--- src/rtl/byte_serial_adder_pkg.sv ---
// ============================================================================
// Module      : byte_serial_adder_pkg
// Description : Shared constants and FSM state encoding for byte_serial_adder.
// Revision    : 1.0 - initial release
// ============================================================================
`default_nettype none

package byte_serial_adder_pkg;

    localparam int SLICE_W = 8;

    localparam logic [1:0] IDLE = 2'd0;
    localparam logic [1:0] RUN  = 2'd1;
    localparam logic [1:0] DONE = 2'd2;

endpackage

`default_nettype wire

--- src/rtl/byte_serial_adder_cla8_slice.sv ---
// ============================================================================
// Module      : cla8_slice
// Description : 8-bit combinational carry-lookahead adder slice.
// Revision    : 1.0 - initial release
// ============================================================================
`default_nettype none

module cla8_slice (
    input  logic [7:0] a,
    input  logic [7:0] b,
    input  logic       cin,
    output logic [7:0] s,
    output logic       cout
);

    logic [7:0] w_g;
    logic [7:0] w_p;
    logic [8:0] w_c;
    logic       w_term;

    assign w_g = a & b;
    assign w_p = a ^ b;

    // Each carry is a flat sum of products of g/p terms, not a ripple chain.
    always_comb begin
        w_c    = '0;
        w_term = 1'b0;
        w_c[0] = cin;
        for (int i = 0; i < 8; i++) begin
            w_term = cin;
            for (int k = 0; k <= i; k++) begin
                w_term = w_term & w_p[k];
            end
            w_c[i+1] = w_term;
            for (int j = 0; j <= i; j++) begin
                w_term = w_g[j];
                for (int k = j + 1; k <= i; k++) begin
                    w_term = w_term & w_p[k];
                end
                w_c[i+1] = w_c[i+1] | w_term;
            end
        end
    end

    assign s    = w_p ^ w_c[7:0];
    assign cout = w_c[8];

endmodule

`default_nettype wire

--- src/rtl/byte_serial_adder.sv ---
// ============================================================================
// Module      : byte_serial_adder
// Description : Multi-byte adder processing one 8-bit slice per clock, LSB
//               first. Define BSA_OVERFLOW_EN to add the signed ovf output.
// Revision    : 1.0 - initial release
// ============================================================================
`default_nettype none

module byte_serial_adder
    import byte_serial_adder_pkg::*;
#(
    parameter int NBYTES = 4
) (
    input  logic                      clk,
    input  logic                      rst,
    input  logic                      start,
    input  logic [SLICE_W*NBYTES-1:0] a,
    input  logic [SLICE_W*NBYTES-1:0] b,
    input  logic                      cin,
    output logic                      busy,
    output logic                      done,
    output logic [SLICE_W*NBYTES-1:0] s,
    output logic                      cout
`ifdef BSA_OVERFLOW_EN
    ,
    output logic                      ovf
`endif
);

    localparam int c_width = SLICE_W * NBYTES;
    localparam int c_idx_w = $clog2(NBYTES) + 1;

    logic [1:0]         r_state;
    logic [1:0]         w_next_state;
    logic [c_width-1:0] r_a;
    logic [c_width-1:0] r_b;
    logic [c_width-1:0] r_s;
    logic               r_carry;
    logic               r_cout;
    logic [c_idx_w-1:0] r_idx;

    logic [SLICE_W-1:0] w_a_byte;
    logic [SLICE_W-1:0] w_b_byte;
    logic [SLICE_W-1:0] w_sum_byte;
    logic               w_slice_cout;
    logic               w_last;

    assign w_a_byte = SLICE_W'(r_a >> (SLICE_W * r_idx));
    assign w_b_byte = SLICE_W'(r_b >> (SLICE_W * r_idx));
    assign w_last   = (r_idx == c_idx_w'(NBYTES - 1));

    cla8_slice u_slice (
        .a    (w_a_byte),
        .b    (w_b_byte),
        .cin  (r_carry),
        .s    (w_sum_byte),
        .cout (w_slice_cout)
    );

    always_ff @(posedge clk) begin
        if (rst) begin
            r_state <= IDLE;
        end else begin
            r_state <= w_next_state;
        end
    end

    always_comb begin
        w_next_state = r_state;
        case (r_state)
            IDLE:    if (start) w_next_state = RUN;
            RUN:     if (w_last) w_next_state = DONE;
            DONE:    w_next_state = IDLE;
            default: w_next_state = IDLE;
        endcase
    end

    always_comb begin
        busy = 1'b0;
        done = 1'b0;
        case (r_state)
            RUN:  busy = 1'b1;
            DONE: begin
                busy = 1'b1;
                done = 1'b1;
            end
            default: ;
        endcase
    end

    always_ff @(posedge clk) begin
        if (rst) begin
            r_a     <= '0;
            r_b     <= '0;
            r_s     <= '0;
            r_carry <= 1'b0;
            r_cout  <= 1'b0;
            r_idx   <= '0;
        end else begin
            case (r_state)
                IDLE: begin
                    if (start) begin
                        r_a     <= a;
                        r_b     <= b;
                        r_carry <= cin;
                        r_s     <= '0;
                        r_cout  <= 1'b0;
                        r_idx   <= '0;
                    end
                end
                RUN: begin
                    for (int i = 0; i < NBYTES; i++) begin
                        if (r_idx == c_idx_w'(i)) begin
                            r_s[i*SLICE_W +: SLICE_W] <= w_sum_byte;
                        end
                    end
                    r_carry <= w_slice_cout;
                    r_idx   <= r_idx + c_idx_w'(1);
                    if (w_last) begin
                        r_cout <= w_slice_cout;
                    end
                end
                default: ;
            endcase
        end
    end

    assign s    = r_s;
    assign cout = r_cout;

`ifdef BSA_OVERFLOW_EN
    logic r_ovf;
    logic w_c_msb;

    // Carry into the top bit is recoverable from that bit's sum and operands.
    assign w_c_msb = w_a_byte[SLICE_W-1] ^ w_b_byte[SLICE_W-1] ^ w_sum_byte[SLICE_W-1];

    always_ff @(posedge clk) begin
        if (rst) begin
            r_ovf <= 1'b0;
        end else if (r_state == IDLE && start) begin
            r_ovf <= 1'b0;
        end else if (r_state == RUN && w_last) begin
            r_ovf <= w_c_msb ^ w_slice_cout;
        end
    end

    assign ovf = r_ovf;
`endif

endmodule

`default_nettype wire

--- config.mk ---
export PLATFORM = sky130hd
export DESIGN_NAME = byte_serial_adder
export DESIGN_NICKNAME = d
export VERILOG_FILES = /design/src/rtl/byte_serial_adder_pkg.sv /design/src/rtl/byte_serial_adder_cla8_slice.sv /design/src/rtl/byte_serial_adder.sv
export SDC_FILE = /design/constraint.sdc
export NUM_CORES = 1
export LEC_CHECK = 0
export CAP_MARGIN = 20
export CORE_ASPECT_RATIO = 1.5
export CORE_UTILIZATION = 50
export DETAILED_ROUTE_END_ITERATION = 7
export GPL_ROUTABILITY_DRIVEN = 0
export PLACE_DENSITY = 0.79
export SYNTH_ARGS = -nofsm -noshare
export SYNTH_HDL_FRONTEND = slang
export SYNTH_SLANG_ARGS = --single-unit
--- constraint.sdc ---
create_clock -name clk -period 9.6 [get_ports clk]
set_clock_uncertainty 0.2 [all_clocks]
set_input_delay 2.88 -clock clk [delete_from_list [all_inputs] [get_ports clk]]
set_output_delay 2.88 -clock clk [all_outputs]
set_load 0.05 [all_outputs]
==> impl_metrics.prom <==
# TYPE chip_impl_metric gauge
chip_impl_info{name="synth_common_cells",value="145 x nand2_1, 103 x dfxtp_1, 83 x a21oi_1"} 1
chip_impl_metric{name="whs_path_depth",unit=""} 2
chip_impl_metric{name="synth-warning-count",unit=""} 0
chip_impl_metric{name="p_leak",unit="uW"} 0.00228
chip_impl_metric{name="dp_hpwl",unit="mm"} 8.15
chip_impl_metric{name="ios",unit=""} 103
chip_impl_metric{name="yosys.area_share.simple",unit="%"} 20.2
chip_impl_metric{name="critical_path.max_fanout",unit=""} 13
chip_impl_metric{name="hold_buffers",unit=""} 0
chip_impl_metric{name="portBuffers",unit=""} 102
chip_impl_metric{name="layoutNonFillerInstCount",unit=""} 758
chip_impl_info{name="tritoncts",value="built"} 1
chip_impl_metric{name="viasPerCell",unit=""} 5.49
chip_impl_metric{name="critPathArrivalTime",unit="ns"} 5.04
chip_impl_metric{name="synth_async_sr_flop_share",unit="%"} 0
chip_impl_metric{name="antenna_found_initial",unit=""} 0
chip_impl_metric{name="worst_slew_margin",unit="%"} 29.4
chip_impl_metric{name="max_stage_delay",unit="ns"} 0.87
chip_impl_info{name="cp_slowest_cell",value="a21oi_1"} 1
chip_impl_metric{name="initial_utilization",unit="%"} 51.5
chip_impl_info{name="rr_startpoint",value="r_idx[0]$_SDFFE_PP0P_"} 1
chip_impl_metric{name="timing.critical_path.buf_inv",unit=""} 1
chip_impl_metric{name="synth_top_area_share",unit="%"} 43.3
chip_impl_metric{name="area_fraction_in_compound_gates_after_synthesis",unit="%"} 17.4
chip_impl_metric{name="cts-root-to-sink-buffers",unit=""} 2
chip_impl_metric{name="rrSetupSlack",unit="ns"} 6.10
chip_impl_info{name="worstHoldEndpoint",value="r_b[2]$_SDFFE_PP0P_"} 1
chip_impl_metric{name="critical_path_required",unit="ns"} 9.60
chip_impl_metric{name="grt_overflow_total",unit=""} 0
chip_impl_info{name="post-synth-top-count-cell",value="nand2_1"} 1
chip_impl_metric{name="grt_pass1_vias",unit=""} 4007
chip_impl_metric{name="die_y",unit="um"} 122
chip_impl_metric{name="drt-pass1-iter-count",unit=""} 4
chip_impl_metric{name="syn_to_final_growth",unit="%"} 28.3
chip_impl_metric{name="grt_max_degree",unit=""} 66
chip_impl_metric{name="mean_post_synth_cell_area",unit="sq um"} 8.53
chip_impl_metric{name="worstRegToRegCells",unit=""} 9
chip_impl_metric{name="report.final.hold_viol_count",unit=""} 0
chip_impl_metric{name="cts_sinks",unit=""} 103
chip_impl_metric{name="syn_nets",unit=""} 646
chip_impl_metric{name="post-route-drc-count",unit=""} 0
chip_impl_metric{name="timing_worst_slew_pin_value",unit="ns"} 1.06
chip_impl_metric{name="mappedNetlistArea",unit="sq um"} 4770
chip_impl_metric{name="synth_seq_area_share",unit="%"} 43.3
chip_impl_metric{name="cts_max_level",unit=""} 3
chip_impl_info{name="outcome",value="finished, final reports clean"} 1
chip_impl_metric{name="floorplan.die_area",unit="sq um"} 9930
chip_impl_metric{name="max_freq",unit="MHz"} 198
chip_impl_info{name="top_post_synthesis_cells_by_area",value="dfxtp_1 43%, nand2_1 11%, a21oi_1 8.7%"} 1
chip_impl_metric{name="die_x",unit="um"} 81.7
chip_impl_info{name="dominant_combinational_cell_family_by_area_after_synthesis",value="simple AND/OR/NAND/NOR gates"} 1
chip_impl_metric{name="gr-usage-all-layers",unit="%"} 24.3
chip_impl_metric{name="synth_enable_flop_cells",unit=""} 0
chip_impl_metric{name="antenna_left",unit=""} 0
chip_impl_info{name="rsz0062_at_grt",value="no"} 1
chip_impl_metric{name="total_of_cells_resized_after_clock_tree_synthesis",unit=""} 0
chip_impl_info{name="ys_dominant_reg_cell",value="dfxtp_1"} 1
chip_impl_metric{name="netlist_instances",unit=""} 559
chip_impl_info{name="worst_path_dominant_cell_family",value="compound AO/OA/AOI/OAI gates"} 1
chip_impl_metric{name="std_cell_rows",unit=""} 43
chip_impl_metric{name="setup_total_negative_slack",unit="ns"} 0
chip_impl_metric{name="tritoncts.num_buffers",unit=""} 9
chip_impl_info{name="timing.rr.end",value="s[22]$_SDFFE_PP0P_"} 1
chip_impl_metric{name="dp.cells",unit=""} 740
chip_impl_info{name="min-delay-start",value="r_b[2]$_SDFFE_PP0P_"} 1
chip_impl_metric{name="dpl_cell_area",unit="sq um"} 5800
chip_impl_metric{name="post_drt_wl_per_cell",unit="um"} 14.7
chip_impl_metric{name="total_power",unit="uW"} 1080
chip_impl_metric{name="timing.final.crit_share",unit="%"} 52.5
chip_impl_metric{name="netlist-cell-type-count",unit=""} 50
chip_impl_metric{name="antenna_cells_inserted",unit=""} 0
chip_impl_info{name="worst_setup_path_start_kind",value="input port"} 1
chip_impl_info{name="hold_class",value="reg2reg"} 1
chip_impl_metric{name="adder_cell_area_share_of_the_yosys_netlist",unit="%"} 5.15
chip_impl_info{name="setup.worst_path.class",value="in2reg"} 1
chip_impl_metric{name="design_area",unit="sq um"} 6110
chip_impl_metric{name="slew_viol_final",unit=""} 0
chip_impl_metric{name="nNetsFinal",unit=""} 728
chip_impl_metric{name="wirelength",unit="mm"} 11.2
chip_impl_metric{name="path_clk_slew",unit="ns"} 0.07
chip_impl_metric{name="cts_post_setup_buffers_inserted",unit=""} 0
chip_impl_metric{name="power_per_cell_area",unit="nW/um^2"} 177
chip_impl_metric{name="synthXorXnorAreaFrac",unit="%"} 0.735
chip_impl_info{name="synth_area_leader_cell",value="dfxtp_1"} 1
chip_impl_info{name="timing.critical_path.to_type",value="flip-flop"} 1
chip_impl_info{name="clock-root-buffer",value="clkbuf_16"} 1
chip_impl_metric{name="clock_insertion_delay_worst_skew",unit="ns"} 0.35
chip_impl_metric{name="floorplan.core_area",unit="sq um"} 9250
chip_impl_metric{name="synth-seq-cells",unit=""} 103
chip_impl_metric{name="drive_gt1_share",unit="%"} 7.12
chip_impl_metric{name="vias",unit=""} 4161
chip_impl_metric{name="synth_mux_area_share",unit="%"} 8.93
chip_impl_metric{name="clock_period_minus_worst_slack",unit="ns"} 5.04
chip_impl_metric{name="report.final.setup_viol",unit=""} 0
chip_impl_info{name="path_cells",value="clkdlybuf4s50_1 > nand2b_2 > o21ai_2 > a21oi_1 > mux2i_1 > nor2_1"} 1
chip_impl_metric{name="max_cap_violations",unit=""} 0
chip_impl_metric{name="vdd_drop_max",unit="mV"} 0.126
chip_impl_metric{name="fillerInstances",unit=""} 789
chip_impl_metric{name="global_route_wire_length_before_repair",unit="mm"} 18.5
chip_impl_metric{name="detail_route.iter0.violations",unit=""} 163
## placed cells by master (no fill, tap or decap), types with 2 or more instances in the layout
master,instances
nand2_1,144
dfxtp_1,103
clkdlybuf4s50_1,101
a21oi_1,83
nor2_1,25
ha_1,18
inv_1,16
and2_1,15
mux4_2,14
mux2i_1,11
o21ai_0,10
clkbuf_16,9
nor2b_1,7
a211oi_1,5
a21o_1,5
nand3_1,5
nand4_1,5
nand2b_1,5
o32ai_1,5
a311oi_1,4
nor3_1,3
xnor2_1,3
nor3b_1,3
o21a_1,3
clkinvlp_4,3
buf_4,3
and3_1,2
a21oi_2,2
a31oi_1,2
o21ai_1,2
buf_12,2
## final cells by class
type | instances | area, sq um | share of cell area (%)
Clock buffer | 10 | 229 | 3.74
Clock inverter | 6 | 45.0 | 0.737
Multi-Input combinational cell | 404 | 2500 | 40.9
Timing Repair Buffer | 107 | 1080 | 17.6
Tap cell | 112 | 140 | 2.29
Inverter | 16 | 60.1 | 0.982
Sequential cell | 103 | 2060 | 33.7
## where the power goes
group          total [uW]  internal [uW]  switching (uW)
sequential            478            460            18.6
clock                 339            177             162
combinational         267            110             158
## logic make-up after synthesis
kind of cell,count (synthesis)
AO/OA/AOI/OAI,134
adder cells (fa/ha/maj),19
buffers and inverters,52
flip-flops,103
AND/OR/NAND/NOR,222
multiplexers,25
XOR/XNOR,4
## per-layer routing
| layer | global-route usage [%] | wire [um] | vias to the layer above |
|---|---|---|---|
| met2 | 42.0 | 5890 | 122 |
| met1 | 27.5 | 4480 | 1933 |
| met5 | 0 | 0 | - |
| li1 | - | - | 2081 |
| met4 | 12.5 | 384 | 0 |
| met3 | 5.09 | 400 | 25 |
## how the worst max path moves through the flow
stage	start	depth (start not counted)	slack, ns	to
detailed placement	start	6	4.23	s[17]$_SDFFE_PP0P_
CTS	start	6	4.57	s[17]$_SDFFE_PP0P_
floorplan	rst	6	5.44	s[23]$_SDFFE_PP0P_
global route	start	6	4.39	s[13]$_SDFFE_PP0P_
finish	start	6	4.56	s[9]$_SDFFE_PP0P_
global placement	start	6	4.31	s[16]$_SDFFE_PP0P_
## flip-flops by register name (all words and copies together), names as in the netlist
signal   flops
r_state      2
r_b         32
r_idx        3
cout         1
r_a         32
r_carry      1
s           32
## stage by stage
| step | hold WS (ns) | utilization, % | setup slack (ns) |
|---|---|---|---|
| after floorplan | 0.232 | - | 5.44 |
| after global routing | 0.280 | 66.1 | 4.39 |
| after CTS | 0.256 | 65.6 | 4.57 |
| after detailed placement | 0.247 | 62.7 | 4.23 |
| final | 0.255 | 66.1 | 4.56 |
| after global placement | 0.239 | 62.7 | 4.31 |
## worst reg2reg max path: cells and delay by family (launching register included)
family / cells / cell delay, ns
fa+ha+maj: 1 / 0.36
compound gates: 5 / 1.17
mux: 1 / 0.56
simple gates: 1 / 0.18
buf+inv: 1 / 0.35
flops: 1 / 0.55
Power figures use the tool's default switching activity.
